## src/rtl/imem_loader_pkg.sv

```systemverilog
// Shared definitions for the instruction-memory boot loader and the fetch path.
package imem_loader_pkg;

   localparam int unsigned IMEM_ADDR_W = 8;
   localparam int unsigned STATE_W     = 3;
   localparam int unsigned BYTE_W      = 8;
   localparam int unsigned WORD_W      = 32;

   typedef enum logic [STATE_W-1:0] {
      ST_IDLE  = 3'd0,
      ST_LOAD  = 3'd1,
      ST_WRITE = 3'd2,
      ST_CHECK = 3'd3,
      ST_DONE  = 3'd4
   } state_e;

endpackage

```

## src/rtl/imem_loader_if.sv

```systemverilog
// Byte stream input and imem write port of the boot loader.
interface imem_loader_if
   import imem_loader_pkg::*;
   #(parameter int unsigned ADDR_W = IMEM_ADDR_W)
   ();

   logic [BYTE_W-1:0] byte_in;
   logic              byte_valid;
   logic              byte_ready;
   logic              mem_we;
   logic [ADDR_W-1:0] mem_addr;
   logic [WORD_W-1:0] mem_wdata;

   modport master (
      output byte_in, byte_valid,
      input  byte_ready, mem_we, mem_addr, mem_wdata
   );

   modport slave (
      input  byte_in, byte_valid,
      output byte_ready, mem_we, mem_addr, mem_wdata
   );

endinterface

```

## src/rtl/imem_loader_byte_packer.sv

```systemverilog
// Big-endian 4-byte shift register; full flags the push that completes a word.
module byte_packer
   import imem_loader_pkg::*;
   (
   input  logic              clock,
   input  logic              reset,
   input  logic              clr,
   input  logic              push,
   input  logic [BYTE_W-1:0] byte_in,
   output logic [WORD_W-1:0] word,
   output logic              full
   );

   logic [WORD_W-1:0] sr_q;
   logic [1:0]        cnt_q;

   // Shift each accepted byte in from the low end; the first byte ends up in [31:24].
   always_ff @(posedge clock) begin
      if (reset || clr) begin
         sr_q  <= '0;
         cnt_q <= '0;
      end else if (push) begin
         sr_q  <= {sr_q[WORD_W-BYTE_W-1:0], byte_in};
         cnt_q <= cnt_q + 2'd1;
      end
   end

   assign word = sr_q;
   assign full = push && (cnt_q == 2'd3);

endmodule

```

## src/rtl/imem_loader.sv

```systemverilog
// Boot-time imem writer: packs a byte stream into 32-bit words, writes them from
// word 0 upward and holds the CPU in reset until the image is loaded.
// Optional feature macro: IMEM_LOADER_CHECKSUM_EN (trailing 32-bit checksum word).
module imem_loader
   import imem_loader_pkg::*;
   #(parameter int unsigned ADDR_W = IMEM_ADDR_W)
   (
   input  logic              clock,
   input  logic              reset,
   input  logic              start,
   input  logic [ADDR_W:0]   load_len,
   imem_loader_if.slave      bus,
   output logic              cpu_hold,
   output logic              busy,
   output logic              done,
   output logic              error
   );

   localparam int unsigned LEN_W = ADDR_W + 1;
   localparam logic [LEN_W-1:0] MAX_LEN = {1'b1, {ADDR_W{1'b0}}};

   state_e            state_q, state_nxt;
   logic [LEN_W-1:0]  len_q;
   logic [LEN_W-1:0]  word_cnt_q;
   logic              byte_ready_q;
   logic              mem_we_q;
   logic [ADDR_W-1:0] mem_addr_q;
   logic              cpu_hold_q;
   logic              busy_q;
   logic              done_q;
   logic              err_q, err_nxt;
   logic              start_ok;
   logic              accept;
   logic [WORD_W-1:0] pk_word;
   logic              pk_full;
`ifdef IMEM_LOADER_CHECKSUM_EN
   logic [WORD_W-1:0] sum_q;
`endif

   assign accept = bus.byte_valid && byte_ready_q;

   // One packer serves both the data words and the trailing checksum word.
   byte_packer u_packer (
      .clock   (clock),
      .reset   (reset),
      .clr     (start_ok),
      .push    (accept),
      .byte_in (bus.byte_in),
      .word    (pk_word),
      .full    (pk_full)
   );

   // State register.
   always_ff @(posedge clock) begin
      if (reset) state_q <= ST_IDLE;
      else       state_q <= state_nxt;
   end

   // Next-state and next-error decode.
   always_comb begin
      state_nxt = state_q;
      err_nxt   = err_q;
      start_ok  = 1'b0;
      case (state_q)
         ST_IDLE, ST_DONE: begin
            if (start) begin
               start_ok  = 1'b1;
               err_nxt   = 1'b0;
               state_nxt = (load_len == '0) ? ST_DONE : ST_LOAD;
            end
         end
         ST_LOAD: begin
            if (pk_full) state_nxt = ST_WRITE;
         end
         ST_WRITE: begin
            if (word_cnt_q + LEN_W'(1) == len_q) begin
`ifdef IMEM_LOADER_CHECKSUM_EN
               state_nxt = ST_CHECK;
`else
               state_nxt = ST_DONE;
`endif
            end else begin
               state_nxt = ST_LOAD;
            end
         end
`ifdef IMEM_LOADER_CHECKSUM_EN
         ST_CHECK: begin
            // The completing byte is not in the packer yet, so splice it in here.
            if (pk_full) begin
               state_nxt = ST_DONE;
               err_nxt   = ({pk_word[WORD_W-BYTE_W-1:0], bus.byte_in} != sum_q);
            end
         end
`endif
         default: state_nxt = ST_IDLE;
      endcase
   end

   // Registered outputs, length/word counters and running checksum.
   always_ff @(posedge clock) begin
      if (reset) begin
         byte_ready_q <= 1'b0;
         mem_we_q     <= 1'b0;
         mem_addr_q   <= '0;
         cpu_hold_q   <= 1'b1;
         busy_q       <= 1'b0;
         done_q       <= 1'b0;
         err_q        <= 1'b0;
         len_q        <= '0;
         word_cnt_q   <= '0;
`ifdef IMEM_LOADER_CHECKSUM_EN
         sum_q        <= '0;
`endif
      end else begin
         byte_ready_q <= (state_nxt == ST_LOAD) || (state_nxt == ST_CHECK);
         mem_we_q     <= (state_nxt == ST_WRITE);
         busy_q       <= (state_nxt == ST_LOAD) || (state_nxt == ST_WRITE) ||
                         (state_nxt == ST_CHECK);
         done_q       <= (state_nxt == ST_DONE);
         err_q        <= err_nxt;
         cpu_hold_q   <= (state_nxt == ST_DONE) ? err_nxt : 1'b1;
         if (state_nxt == ST_WRITE) mem_addr_q <= word_cnt_q[ADDR_W-1:0];
         if (start_ok) begin
            len_q      <= (load_len > MAX_LEN) ? MAX_LEN : load_len;
            word_cnt_q <= '0;
`ifdef IMEM_LOADER_CHECKSUM_EN
            sum_q      <= '0;
`endif
         end else if (state_q == ST_WRITE) begin
            word_cnt_q <= word_cnt_q + LEN_W'(1);
`ifdef IMEM_LOADER_CHECKSUM_EN
            sum_q      <= sum_q + pk_word;
`endif
         end
      end
   end

   assign bus.byte_ready = byte_ready_q;
   assign bus.mem_we     = mem_we_q;
   assign bus.mem_addr   = mem_addr_q;
   assign bus.mem_wdata  = pk_word;
   assign cpu_hold       = cpu_hold_q;
   assign busy           = busy_q;
   assign done           = done_q;
   assign error          = err_q;

endmodule

```

## src/flat_wrapper.sv

```systemverilog
// flat-port wrapper written by rule: the top's interface ports become plain ports
module imem_loader_flat import imem_loader_pkg::*;
#(parameter int unsigned ADDR_W = IMEM_ADDR_W)
  (clock, reset, start, load_len, cpu_hold, busy, done, error, bus_byte_in, bus_byte_valid, bus_byte_ready, bus_mem_we, bus_mem_addr, bus_mem_wdata);
  imem_loader_if #(.ADDR_W(ADDR_W)) bus_i ();
  input  logic clock;
  input  logic reset;
  input  logic start;
  input  logic [ADDR_W:0] load_len;
  output logic cpu_hold;
  output logic busy;
  output logic done;
  output logic error;
  input wire logic [$bits(bus_i.byte_in)-1:0] bus_byte_in;
  input wire logic [$bits(bus_i.byte_valid)-1:0] bus_byte_valid;
  output wire logic [$bits(bus_i.byte_ready)-1:0] bus_byte_ready;
  output wire logic [$bits(bus_i.mem_we)-1:0] bus_mem_we;
  output wire logic [$bits(bus_i.mem_addr)-1:0] bus_mem_addr;
  output wire logic [$bits(bus_i.mem_wdata)-1:0] bus_mem_wdata;
  assign bus_i.byte_in = bus_byte_in;
  assign bus_i.byte_valid = bus_byte_valid;
  assign bus_byte_ready = bus_i.byte_ready;
  assign bus_mem_we = bus_i.mem_we;
  assign bus_mem_addr = bus_i.mem_addr;
  assign bus_mem_wdata = bus_i.mem_wdata;
  imem_loader #(.ADDR_W(ADDR_W)) u_core (.clock(clock), .reset(reset), .start(start), .load_len(load_len), .bus(bus_i), .cpu_hold(cpu_hold), .busy(busy), .done(done), .error(error));
endmodule
```

## config.mk

```make
export PLATFORM = sky130hd
export DESIGN_NAME = imem_loader_flat
export DESIGN_NICKNAME = d
export VERILOG_FILES = /design/src/rtl/imem_loader_pkg.sv /design/src/rtl/imem_loader_if.sv /design/src/rtl/imem_loader_byte_packer.sv /design/src/rtl/imem_loader.sv /design/src/flat_wrapper.sv
export SDC_FILE = /design/constraint.sdc
export NUM_CORES = 1
export LEC_CHECK = 0
export ABC_AREA = 1
export ABC_CLOCK_PERIOD_IN_PS = 3200
export BUFFER_PORTS_ARGS = -buffer_cell sky130_fd_sc_hd__buf_2
export CELL_PAD_IN_SITES_DETAIL_PLACEMENT = 1
export CELL_PAD_IN_SITES_GLOBAL_PLACEMENT = 2
export CORE_UTILIZATION = 31
export DETAILED_ROUTE_END_ITERATION = 16
export PLACE_DENSITY = 0.93
export SLEW_MARGIN = 25
export SYNTH_ARGS = -nofsm -noshare
export SYNTH_HDL_FRONTEND = slang
export SYNTH_SLANG_ARGS = --single-unit
export TNS_END_PERCENT = 5
```

## constraint.sdc

```tcl
create_clock -name clock -period 3.2 [get_ports clock]
set_input_delay 0 -clock clock [delete_from_list [all_inputs] [get_ports clock]]
set_output_delay 0 -clock clock [all_outputs]
set_load 0.05 [all_outputs]
```

# After elaboration in Yosys (flattened, before gate mapping)
# Index checks and enable logic that the tools add are counted.
classes:
  add_sub_neg: 2
  magnitude_cmp: 1
  eq_ne: 9
  n_mux: 10
  bitwise_logic: 1
  reduce_logical: 11
ops:
  columns: ["cell", "n"]
  rows:
  - ["$mux W3", 4]
  - ["$add A9 B1 Y9 const B", 1]
  - ["$eq A3 B2 Y1 const B", 3]
  - ["$eq A9 B9 Y1", 1]
  - ["$gt A9 B9 Y1 const B", 1]
  - ["$logic_not A9 Y1", 1]
  - ["$mux W9", 1]
  - ["$pmux W3 S3", 1]
  - ["$eq A3 B1 Y1 const B", 2]
  - ["$eq A3 B3 Y1 const B", 2]
  - ["$reduce_or A2 Y1", 3]
  - ["$logic_or A1 B1 Y1", 4]
  - ["$mux W1", 4]
  - ["$logic_not A3 Y1", 1]
  - ["$add A2 B1 Y2 const B", 1]
  - ["$eq A2 B2 Y1 const B", 1]
  - ["$logic_and A1 B1 Y1", 2]
  - ["$not A1 Y1", 1]
totals:
  reg_bits: 69
  input_bits: 21
  output_inout_bits: 46
  word_cells: 46

# Longest topological paths before layout
# Gate-level depths: netlist of the first run.
logic_depth:
  depth_word: 7
  mapped_depth: 14
  depth_no_buf: 14

# Modules after synthesis
# From an unflattened synthesis of the first run, not the netlist that was laid out.
hier_totals:
  cells_unflattened: 439
  area_unflattened_um2: 2989.1
modules_own_cells:
  columns: ["module", "instances", "cells_per_inst", "area_each_um2", "seq_area_each_um2"]
  rows:
  - ["imem_loader", 1, 221, 1554.0, 700.7]
  - ["byte_packer", 1, 218, 1435.1, 680.7]

# Worst setup path before layout of the first run
# OpenSTA, ideal clock, no wires.
synth_path:
  kind: "reg2reg"
  from: "reg u_core.byte_ready_q, in the netlist u_core.bus.byte_ready"
  to: "reg u_core.mem_addr_q[6], in the netlist u_core.bus.mem_addr[6]"
  arrival_ns: 1.713
  t_required_ns: 3.130
  slack_ns: 1.417
  stages_incl_launch_ff: 8
  n_path_buf: 1
  synth_period_minus_slack_ns: 1.783
  cell_sequence: "dfxtp_1 > nand2_1 > clkinv_1 > nand2_1 > nor2_1 > buf_2 > o21ai_0 > a21oi_1"
synth_via:
  elab_chain_cells: 5
synth_lines:
  columns: ["element", "line", "source"]
  rows:
  - ["from (decl)", "imem_loader.sv:25", "logic byte_ready_q;"]
  - ["from (signal assigned)", "imem_loader.sv:115", "byte_ready_q <= (state_nxt == ST_LOAD) || (state_nxt == ST_CHECK);"]
  - ["$logic_and A1 B1 Y1", "imem_loader.sv:40", "assign accept = bus.byte_valid && byte_ready_q;"]
  - ["$logic_and A1 B1 Y1", "imem_loader_byte_packer.sv:29", "assign full = push && (cnt_q == 2'd3);"]
  - ["$mux W3", "imem_loader.sv:73", "if (pk_full) state_nxt = ST_WRITE;"]
  - ["$pmux W3 S3", "imem_loader.sv:64", "case (state_q)"]
  - ["$eq A3 B2 Y1", "imem_loader.sv:122", "if (state_nxt == ST_WRITE) mem_addr_q <= word_cnt_q[ADDR_W-1:0];"]
  - ["to (signal assigned)", "imem_loader.sv:122", null]
  - ["to (decl)", "imem_loader.sv:27", "logic [ADDR_W-1:0] mem_addr_q;"]
# Every way passes these cells.
# A chain may end at the register's enable or synchronous reset.

# Worst setup path after layout of the first run
layout_path:
  from: "reg u_core.byte_ready_q, in the netlist u_core.bus.byte_ready"
  to: "reg u_core.busy_q, in the netlist u_core.busy"
layout_via:
  elab_chain_cells: 7
  elab_cells_between_ends: 9
  cone_classes: "eq/ne (3); mux (2); reduce/logical (4)"
layout_lines:
  columns: ["element", "line", "source"]
  rows:
  - ["$logic_and A1 B1 Y1 (*)", "imem_loader.sv:40", null]
  - ["$logic_and A1 B1 Y1 (*)", "imem_loader_byte_packer.sv:29", null]
  - ["$mux W3 (*)", "imem_loader.sv:73", null]
  - ["$pmux W3 S3 (*)", "imem_loader.sv:64", null]
  - ["$eq A3 B1 Y1 or $eq A3 B2 Y1 (tied branches)", "imem_loader.sv:117", "busy_q <= (state_nxt == ST_LOAD) || (state_nxt == ST_WRITE) ||"]
  - ["$logic_or A1 B1 Y1", "imem_loader.sv:117", null]
  - ["$logic_or A1 B1 Y1 (*)", "imem_loader.sv:117", null]
  - ["to (signal assigned)", "imem_loader.sv:117", null]
  - ["to (decl)", "imem_loader.sv:29", "logic busy_q;"]
# Every way passes the cells marked *; elsewhere a longest branch is shown, timed or not.

==> results.tsv, run 1 <==
metric	value	unit
postPlaceCellArea	3161	µm²
design_area	3553	µm²
drv_slew	0	
ys_seq_area_share	50.71	%
path_cells	nand2_1 > clkinv_1 > buf_4 > nand2_1 > nor2_1 > inv_1 > nand3_1 > nand2_1 > inv_1	
clkTransAtPathRegs	0.08	ns
syn_area	2724	µm²
hold_path.class	input port to register	
io_buffers	66	
ys_types	26	
hold_buffers	18	
drive_above_1_share	20.39	%
critPathLaunchType	register	
wl_per_cell	13.07	µm
die_w	95.74	µm
fin_skew	0.005608	ns
io_pins	67	
cts_root_buffer	clkbuf_8	
rows	33	
drc	0	
critPathLaunch	u_core.bus.byte_ready	
crit_arrival	2.39	ns
power_density	502.2	nW/µm²
syn_avg_cell_area	7.422	µm²
worst-path-buf-inv	4	
synth-seq-cells	69	
maxCapViolations	0	
grt_pass1_wl	12160	µm
dp_cells	528	
via_count	2608	
clockBufferDepth	2	
end_kind	register	
timing.rr.start	u_core.bus.byte_ready	
hpwl	5142	µm
p_total	1.784	mW
viasPerCell	4.649	
areaGrowthSynthToFinish	30.45	%
die_area	9165	µm²
finalHoldViolCount	0	
antenna_found_initial	0	
syn_nets	390	
core-area	8341	µm²
fin_util	42.60	%
slew_headroom	47.02	%
grt_max_degree	35	
total_leakage_power	1.514	nW
hold_ws	0.02337	ns
cp_top_family	simple AND/OR/NAND/NOR gates	
first_global_vias	2525	
htree_levels	3	
drt_iter0_drc	104	
ir_drop	0.2162	mV
cts.sinks	69	
postSynthCellCount	367	
die_y	95.74	µm
ctsResizeCount	0	
max_freq	475.5	MHz
synth_top_area_share	50.71	%
yosys-top-cells-area	dfxtp_1 (51%), nand2_1 (16%), a21oi_1 (9.0%)	
cts_buffers	9	
rsz0062_at_grt	no	
crit_top_cell	nand2_1	
num_antenna_cells	0	
instances_no_fill	561	
cpPeakStageDelay	0.64	ns
period_needed	2.103	ns
worstPathMaxFanout	34	
setup_viol	0	
grt_overflow	0	
setup_ws	1.097	ns
cp_slowest_cell	nor2_1	
drt_pass1_iterations	4	
worst_slew_pin_slew	0.7918	ns
gp_congestion	0.7975	
required	3.49	ns
grtUsageTotal	17.34	%
path_class	register to register	
setup_tns	0	ns
drt_wl_total	7334	µm
fin_nets	475	
netlist.top_cell.by_area	dfxtp_1	
cts_tree	built	
min_from	start	
place_ws	1.124	ns
status	completed	
start_util	32.66	%
yosysWarnings	0	
cts_setup_buffers	0	
postRouteAntennaNets	0	
period_share	65.73	%
insertion_delay	0.34	ns
-- cell type report --
type	count	area [µm²]
fillers	1058	4787
flip-flops and latches	69	1381
multi-input cells	250	1160
repair buffers	88	540.5
well taps	105	131.4
inverters	34	127.6
clock buffers	9	123.9
clock inverters	6	88.84
-- worst reg2reg max path, stage by stage, from the launching register on --
cell and delay, ns:
dfxtp_1 0.33, nand2_1 0.07, clkinv_1 0.05, buf_4 0.31
nand2_1 0.13, nor2_1 0.64, inv_1 0.24, nand3_1 0.17
nand2_1 0.06, inv_1 0.06
-- worst paths after layout --
path                   to  slack, ns  cells after the start
max           u_core.busy       1.10                      9
min          u_core.error       0.02                      4
max reg2reg   u_core.busy       1.10                      9
min reg2reg  u_core.error       0.47                      2
-- cell families after synthesis --
kind of cell    share of synthesized area (%)
fa+ha+maj                              0.9185
buf+inv                                 6.707
simple gates                            24.71
xor+xnor                                1.608
flops                                   50.71
compound gates                          15.34
-- cell usage in the layout (no fill, tap or decap), drive strengths merged --
master,n
a21oi,49
a22oi,1
a32o,1
and2,2
buf,70
bufinv,2
clkbuf,9
clkinv,4
clkinvlp,2
dfxtp,69
dlygate4sd3,18
ha,2
inv,32
nand2,116
nand3,18
nand4,1
nor2,25
nor3,2
o211ai,2
o21ai,21
o22ai,5
xnor2,2
xor2,3
-- report_power, final --
group / switching (mW) / internal, mW
Clock: 0.335 / 0.434
Combinational: 0.0889 / 0.0477
Sequential: 0.00735 / 0.872
Total: 0.431 / 1.35
-- synth_stat cells (all sizes together) --
library cell  number
nand4              1
and2               2
clkbuf            12
a22oi              1
clkinv             2
nand3             18
o211ai             2
xor2               3
nor2              25
a32o               1
xnor2              2
ha                 2
nand2            116
dfxtp             69
a21oi             49
o21ai             21
o22ai              5
inv               32
buf                2
nor3               2
-- registers in the layout (all words and copies together) (netlist names) --
signal                 cells
u_core.bus.byte_ready      1
u_core.done                1
u_core.error               1
u_core.u_packer.cnt_q      2
u_core.bus.mem_addr        8
u_core.busy                1
u_core.state_q             3
u_core.bus.mem_we          1
u_core.u_packer.word      32
u_core.word_cnt_q          9
u_core.cpu_hold            1
u_core.len_q               9
-- per-layer routing --
| metal | track usage (%) | share of wire [%] | up-vias | routed length, µm |
|---|---|---|---|---|
| met4 | 7.463 | 1.9 | 0 | 138 |
| met1 | 22.95 | 49 | 1192 | 3603 |
| met2 | 27.02 | 45 | 58 | 3305 |
| met5 | 0 | 0 | - | 0 |
| li1 | - | - | 1344 | - |
| met3 | 3.949 | 3.9 | 14 | 286 |
Note: power is estimated with default switching activity, not from simulation.
==> run 2: changes to the inputs <==
- ABC_AREA: 1 -> 0
- ABC_CLOCK_PERIOD_IN_PS: 3200 -> 2100
- PLACE_DENSITY: 0.93 -> 0.89
- clock period: 3.2 -> 2.1 ns (I/O delays scaled with it)
==> run 2 against run 1 <==
Compared with the run above:
- the flow now finishes with violations (design-rule violations)
- count of clock-buffer cells in the layout up 1
- total power up 41%
- sequential cell count unchanged
- final area up 2.2%
- clock skew up 0.0057 ns
- via count down 2.1%
- non-clock buffer count up 1
- critical path depth down 3
==> results.tsv, run 2 <==
metric	value	unit	change
fin_skew	0.01135	ns	was 0.005608 ns
design_area	3632	µm²	was 3553 µm²
num_antenna_cells	0		unchanged
rows	34		was 33
drive_above_1_share	23.28	%	was 20.39%
grt_use_met1	21.96	%	was 22.95%
start_util	32.27	%	was 32.66%
syn_area	2841	µm²	was 2724 µm²
drc	6		was 0
io_buffers	66		unchanged
period_share	91.77	%	was 65.73%
cts.sinks	69		unchanged
cts_buffers	9		unchanged
fin_nets	439		was 475
insertion_delay	0.33	ns	was 0.34 ns
drt_iter0_drc	109		was 104
max_freq	518.9	MHz	was 475.5 MHz
place_ws	0.08459	ns	was 1.124 ns
synthFlopType	dfxtp_1		unchanged
netlist.top_cell.by_area	dfxtp_1		unchanged
postRouteAntennaNets	0		unchanged
synth-async-reset-ratio	0	%	unchanged
grt_overflow	0		unchanged
die_area	9553	µm²	was 9165 µm²
synth_common_cells	nand2_1 (82), dfxtp_1 (69), a21oi_1 (45)		was nand2_1 (114), dfxtp_1 (69), a21oi_1 (49)
synth-edff-count	0		unchanged
postSynthCellCount	337		was 367
die_w	97.74	µm	was 95.74 µm
drt_wl_total	7655	µm	was 7334 µm
required	2.32	ns	was 3.49 ns
use_met3	3.006	%	was 3.949%
setup_ws	0.1728	ns	was 1.097 ns
use_met2	26.84	%	was 27.02%
io_pins	67		unchanged
antenna_found_initial	0		unchanged
slew_headroom	58.98	%	was 47.02%
ys_seq_area_share	48.61	%	was 50.71%
grtUsageTotal	16.51	%	was 17.34%
maxCapViolations	0		unchanged
hold_ws	0.06246	ns	was 0.02337 ns
areaGrowthSynthToFinish	27.83	%	was 30.45%
worstPathMaxFanout	10		was 34
setup_viol	0		unchanged
cts_root_buffer	clkbuf_8		unchanged
synth_top_area_share	48.61	%	was 50.71%
path_class	register to register		unchanged
final_cell_mix	nand2_1 (82), dfxtp_1 (69), buf_2 (66)		was nand2_1 (114), dfxtp_1 (69), buf_2 (66)
yosysWarnings	0		unchanged
first_global_vias	2408		was 2525
drv_slew	0		unchanged
status	finished, violations left		was completed
syn_nets	360		was 390
via_count	2554		was 2608
yosys-top-cells-area	dfxtp_1 (49%), nand2_1 (11%), a21oi_1 (7.9%)		was dfxtp_1 (51%), nand2_1 (16%), a21oi_1 (9.0%)
postPlaceCellArea	3279	µm²	was 3161 µm²
viasPerCell	4.828		was 4.649
grt_pass1_wl	12420	µm	was 12160 µm
period_needed	1.927	ns	was 2.103 ns
gp_congestion	0.8580		was 0.7975
core-area	8806	µm²	was 8341 µm²
hpwl	5183	µm	was 5142 µm
worst_slew_pin_slew	0.6097	ns	was 0.7918 ns
mostFrequentLayoutCell	nand2_1		unchanged
crit_arrival	2.14	ns	was 2.39 ns
clockBufferDepth	2		unchanged
clkTransAtPathRegs	0.08	ns	about the same
violations	design-rule violations		
fin_util	41.25	%	was 42.60%
hold_path.class	input port to register		unchanged
critPathLaunchType	register		unchanged
cts_tree	built		unchanged
finalHoldViolCount	0		unchanged
end_kind	register		unchanged
ir_drop	0.2896	mV	was 0.2162 mV
largest_reg_flops	32		unchanged
grt.busiest_layer	met2		unchanged
total_leakage_power	1.515	nW	was 1.514 nW
drt_pass1_iterations	10		was 4
synth-seq-cells	69		unchanged
htree_levels	3		unchanged
die_y	97.74	µm	was 95.74 µm
yosysMostFrequentCell	nand2_1		unchanged
ys_types	47		was 26
power_density	693.1	nW/µm²	was 502.2 nW/µm²
wl_per_cell	14.47	µm	was 13.07 µm
cts_setup_buffers	0		unchanged
rsz0062_at_grt	no		unchanged
syn_avg_cell_area	8.432	µm²	was 7.422 µm²
setup_tns	0	ns	unchanged
grt_max_degree	45		was 35
run 2: final cells by class:
class                   instances  area (µm²)
repair buffers                 89       558.0
clock inverters                 6       47.55
multi-input cells             245        1375
well taps                     108       135.1
clock buffers                  10       127.6
flip-flops and latches         69        1381
fillers                      1049        5174
inverters                       2       7.507
run 2: repair_timing:
action	4_1_cts	5_1_grt
resized for setup	0	1
setup endpoints to repair	0	4
hold buffers	17	0
hold endpoints to repair	17	0
run 2: routing by layer:
metal  vias to the layer above  routed length [µm]
li1                       1304                   -
met1                      1212                3695
met3                         4                 167
met2                        34                3712
met5                         -                   0
met4                         0                  79
run 2: final timing paths:
kind | to | depth (start not counted) | slack (ns) | startpoint
max | u_core.busy | 6 | 0.17 | u_core.word_cnt_q[1]
min reg2reg | u_core.u_packer.word[27] | 2 | 0.45 | u_core.u_packer.word[27]
max reg2reg | u_core.busy | 6 | 0.17 | u_core.word_cnt_q[1]
min | u_core.bus.mem_addr[1] | 2 | 0.06 | reset
run 2: per-stage QoR:
step | instances | total power [mW]
floorplan | 337 | 1.490
CTS | 529 | 2.554
global placement | 496 | 1.551
detailed placement | 496 | 1.555
global route | 529 | 2.630
finish | 529 | 2.518
run 2: worst max-delay path: stages, from the launching register on:
cell and delay [ns]:
dfxtp_1 0.42, ha_1 0.38, nand4b_1 0.15, a211oi_1 0.28
o211ai_1 0.19, nor4b_1 0.30, a21oi_1 0.10
run 2: logic make-up after synthesis:
logic type | synth area share, %
DFF | 48.61
and+or+nand+nor | 24.04
AOI/OAI and AO/OA | 15.19
buffers and inverters | 3.259
muxes | 2.818
xor gates and xnor gates | 5.196
adders and majority gates | 0.8805
run 2: power breakdown:
group | leakage (nW) | total (mW) | internal, mW | switching [mW]
Clock | 0.0872 | 0.966 | 0.439 | 0.527
Sequential | 0.558 | 1.34 | 1.32 | 0.0170
Combinational | 0.870 | 0.210 | 0.0803 | 0.129
==> run 3: changes to the inputs <==
- GPL_TIMING_DRIVEN: unset -> 0
==> run 3 against run 2 <==
Compared with the run above:
- the run still ends with design-rule violations left
- largest cell class is now multi-input combinational cells
- combinational power barely moved
- largest power group is now the clock network
- sequential power barely moved
- critical endpoint unchanged
- final area rose by 3.7%
- final cell count rose by 2.6%
==> results.tsv, run 3 (same netlist as run 2, synthesis figures left out) <==
metric	value	unit	change
period_needed	1.968	ns	was 1.927 ns
fin_nets	453		was 439
power_density	803.7	nW/µm²	was 693.1 nW/µm²
worstPathMaxFanout	6		was 10
clkTransAtPathRegs	0.08	ns	about the same
cpPeakStageDelay	0.51	ns	was 0.42 ns
io_buffers	66		unchanged
required	2.34	ns	was 2.32 ns
gp_congestion	0.8030		was 0.8580
core-area	8806	µm²	unchanged
setup_tns	0	ns	unchanged
status	finished, violations left		unchanged
wl_per_cell	14.44	µm	was 14.47 µm
mostFrequentLayoutCell	nand2_1		unchanged
drt_iter0_drc	87		was 109
finalHoldViolCount	0		unchanged
maxCapViolations	0		unchanged
antenna_found_initial	0		unchanged
cts_root_buffer	clkbuf_8		unchanged
via_count	2637		was 2554
cp_slowest_cell	dfxtp_1		unchanged
path_class	register to register		unchanged
max_freq	508.2	MHz	was 518.9 MHz
grtUsageTotal	17.66	%	was 16.51%
grt_max_degree	14		was 45
hold_path.class	input port to register		unchanged
rsz0062_at_grt	yes		was no
viasPerCell	4.856		was 4.828
die_area	9553	µm²	unchanged
violations	design-rule violations		unchanged
crit_arrival	2.21	ns	was 2.14 ns
ir_drop	0.3353	mV	was 0.2896 mV
drv_slew	0		unchanged
drt_wl_total	7842	µm	was 7655 µm
critPathLaunchType	register		unchanged
drc	6		unchanged
end_kind	register		unchanged
drt_pass1_iterations	12		was 10
num_antenna_cells	0		unchanged
cts.sinks	69		unchanged
io_pins	67		unchanged
hold_ws	0.03461	ns	was 0.06246 ns
slew_headroom	63.60	%	was 58.98%
start_util	32.27	%	unchanged
rows	34		unchanged
path_cells	ha_4 > xor2_1 > a211oi_1 > o211ai_1 > nor4b_1 > a21oi_1		was ha_1 > nand4b_1 > a211oi_1 > o211ai_1 > nor4b_1 > a21oi_1
insertion_delay	0.36	ns	was 0.33 ns
grt_pass1_wl	13310	µm	was 12420 µm
p_total	3.028	mW	was 2.518 mW
grt_overflow	0		unchanged
postRouteAntennaNets	0		unchanged
total_leakage_power	1.559	nW	was 1.515 nW
worst_slew_pin_slew	0.5410	ns	was 0.6097 ns
fin_skew	0.01017	ns	was 0.01135 ns
die_w	97.74	µm	unchanged
design_area	3767	µm²	was 3632 µm²
final_cell_mix	nand2_1 (81), buf_2 (70), dfxtp_1 (69)		was nand2_1 (82), dfxtp_1 (69), buf_2 (66)
clockBufferDepth	2		unchanged
die_y	97.74	µm	unchanged
drive_above_1_share	23.22	%	was 23.28%
cts_tree	built		unchanged
postPlaceCellArea	3307	µm²	was 3279 µm²
setup_viol	0		unchanged
period_share	93.71	%	was 91.77%
largest_reg_flops	32		unchanged
cts_buffers	9		unchanged
htree_levels	3		unchanged
hpwl	5574	µm	was 5183 µm
areaGrowthSynthToFinish	32.58	%	was 27.83%
first_global_vias	2703		was 2408
-- run 3: cell types whose count changed in the layout (fill, tap and decap cells not counted), moves of 2 or more --
cell       delta
buf_4         -5
bufinv_16     +4
buf_2         +4
clkbuf_1     +13
clkinv_4      -2
-- run 3: cell type report --
cell class / count / area [µm²]
multi-input cells: 245 / 1393
flip-flops and latches: 69 / 1381
well taps: 108 / 135.1
plain buffers: 20 / 81.33
repair buffers: 83 / 500.5
inverters: 2 / 7.507
fillers: 1075 / 5039
clock inverters: 7 / 145.1
clock buffers: 9 / 123.9
-- run 3: worst max-delay path: cells and delay by family (launching register included) --
kind / cells / cell delay (ns)
DFF: 1 / 0.51
and+or+nand+nor: 1 / 0.33
AOI/OAI and AO/OA: 3 / 0.62
adders and majority gates: 1 / 0.26
xor gates and xnor gates: 1 / 0.14
-- run 3: power breakdown --
part	internal [mW]	total (mW)	switching, mW
Clock	0.917	1.48	0.558
Sequential	1.32	1.34	0.0148
Combinational	0.0797	0.213	0.134
Total	2.32	3.03	0.706
-- run 3: worst paths after layout --
kind	slack [ns]	from	to	depth (start not counted)
setup / recovery	0.13	u_core.word_cnt_q[1]	u_core.busy	6
hold / removal	0.03	reset	u_core.len_q[6]	4
setup reg to reg	0.13	u_core.word_cnt_q[1]	u_core.busy	6
hold reg to reg	0.46	u_core.u_packer.word[24]	u_core.u_packer.word[24]	2
-- run 3: routing by layer --
layer  wire length, µm  vias to the layer above  GRT usage, %
met5                 0                        -             0
met4               116                        0         5.944
met3               262                        9         4.438
met2              3801                       38         29.41
met1              3661                     1262         22.33
li1                  -                     1328             -
-- run 3: repair_timing --
item | in CTS | in global routing
setup buffers | 0 | 0
endpoints found under the hold margin | 17 | 0
hold buffers | 17 | 0
endpoints found under the setup margin | 6 | 7
gates resized for setup | 1 | 5
-- run 3: per-stage QoR --
| step | util [%] | setup slack (ns) | cells |
|---|---|---|---|
| floorplan | - | 0.2750 | 337 |
| global placement | 37.55 | -0.1374 | 511 |
| detailed placement | 37.55 | -0.1990 | 511 |
| CTS | 42.58 | 0.02353 | 543 |
| global route | 42.78 | -0.01292 | 543 |
| finish | 42.78 | 0.1321 | 543 |
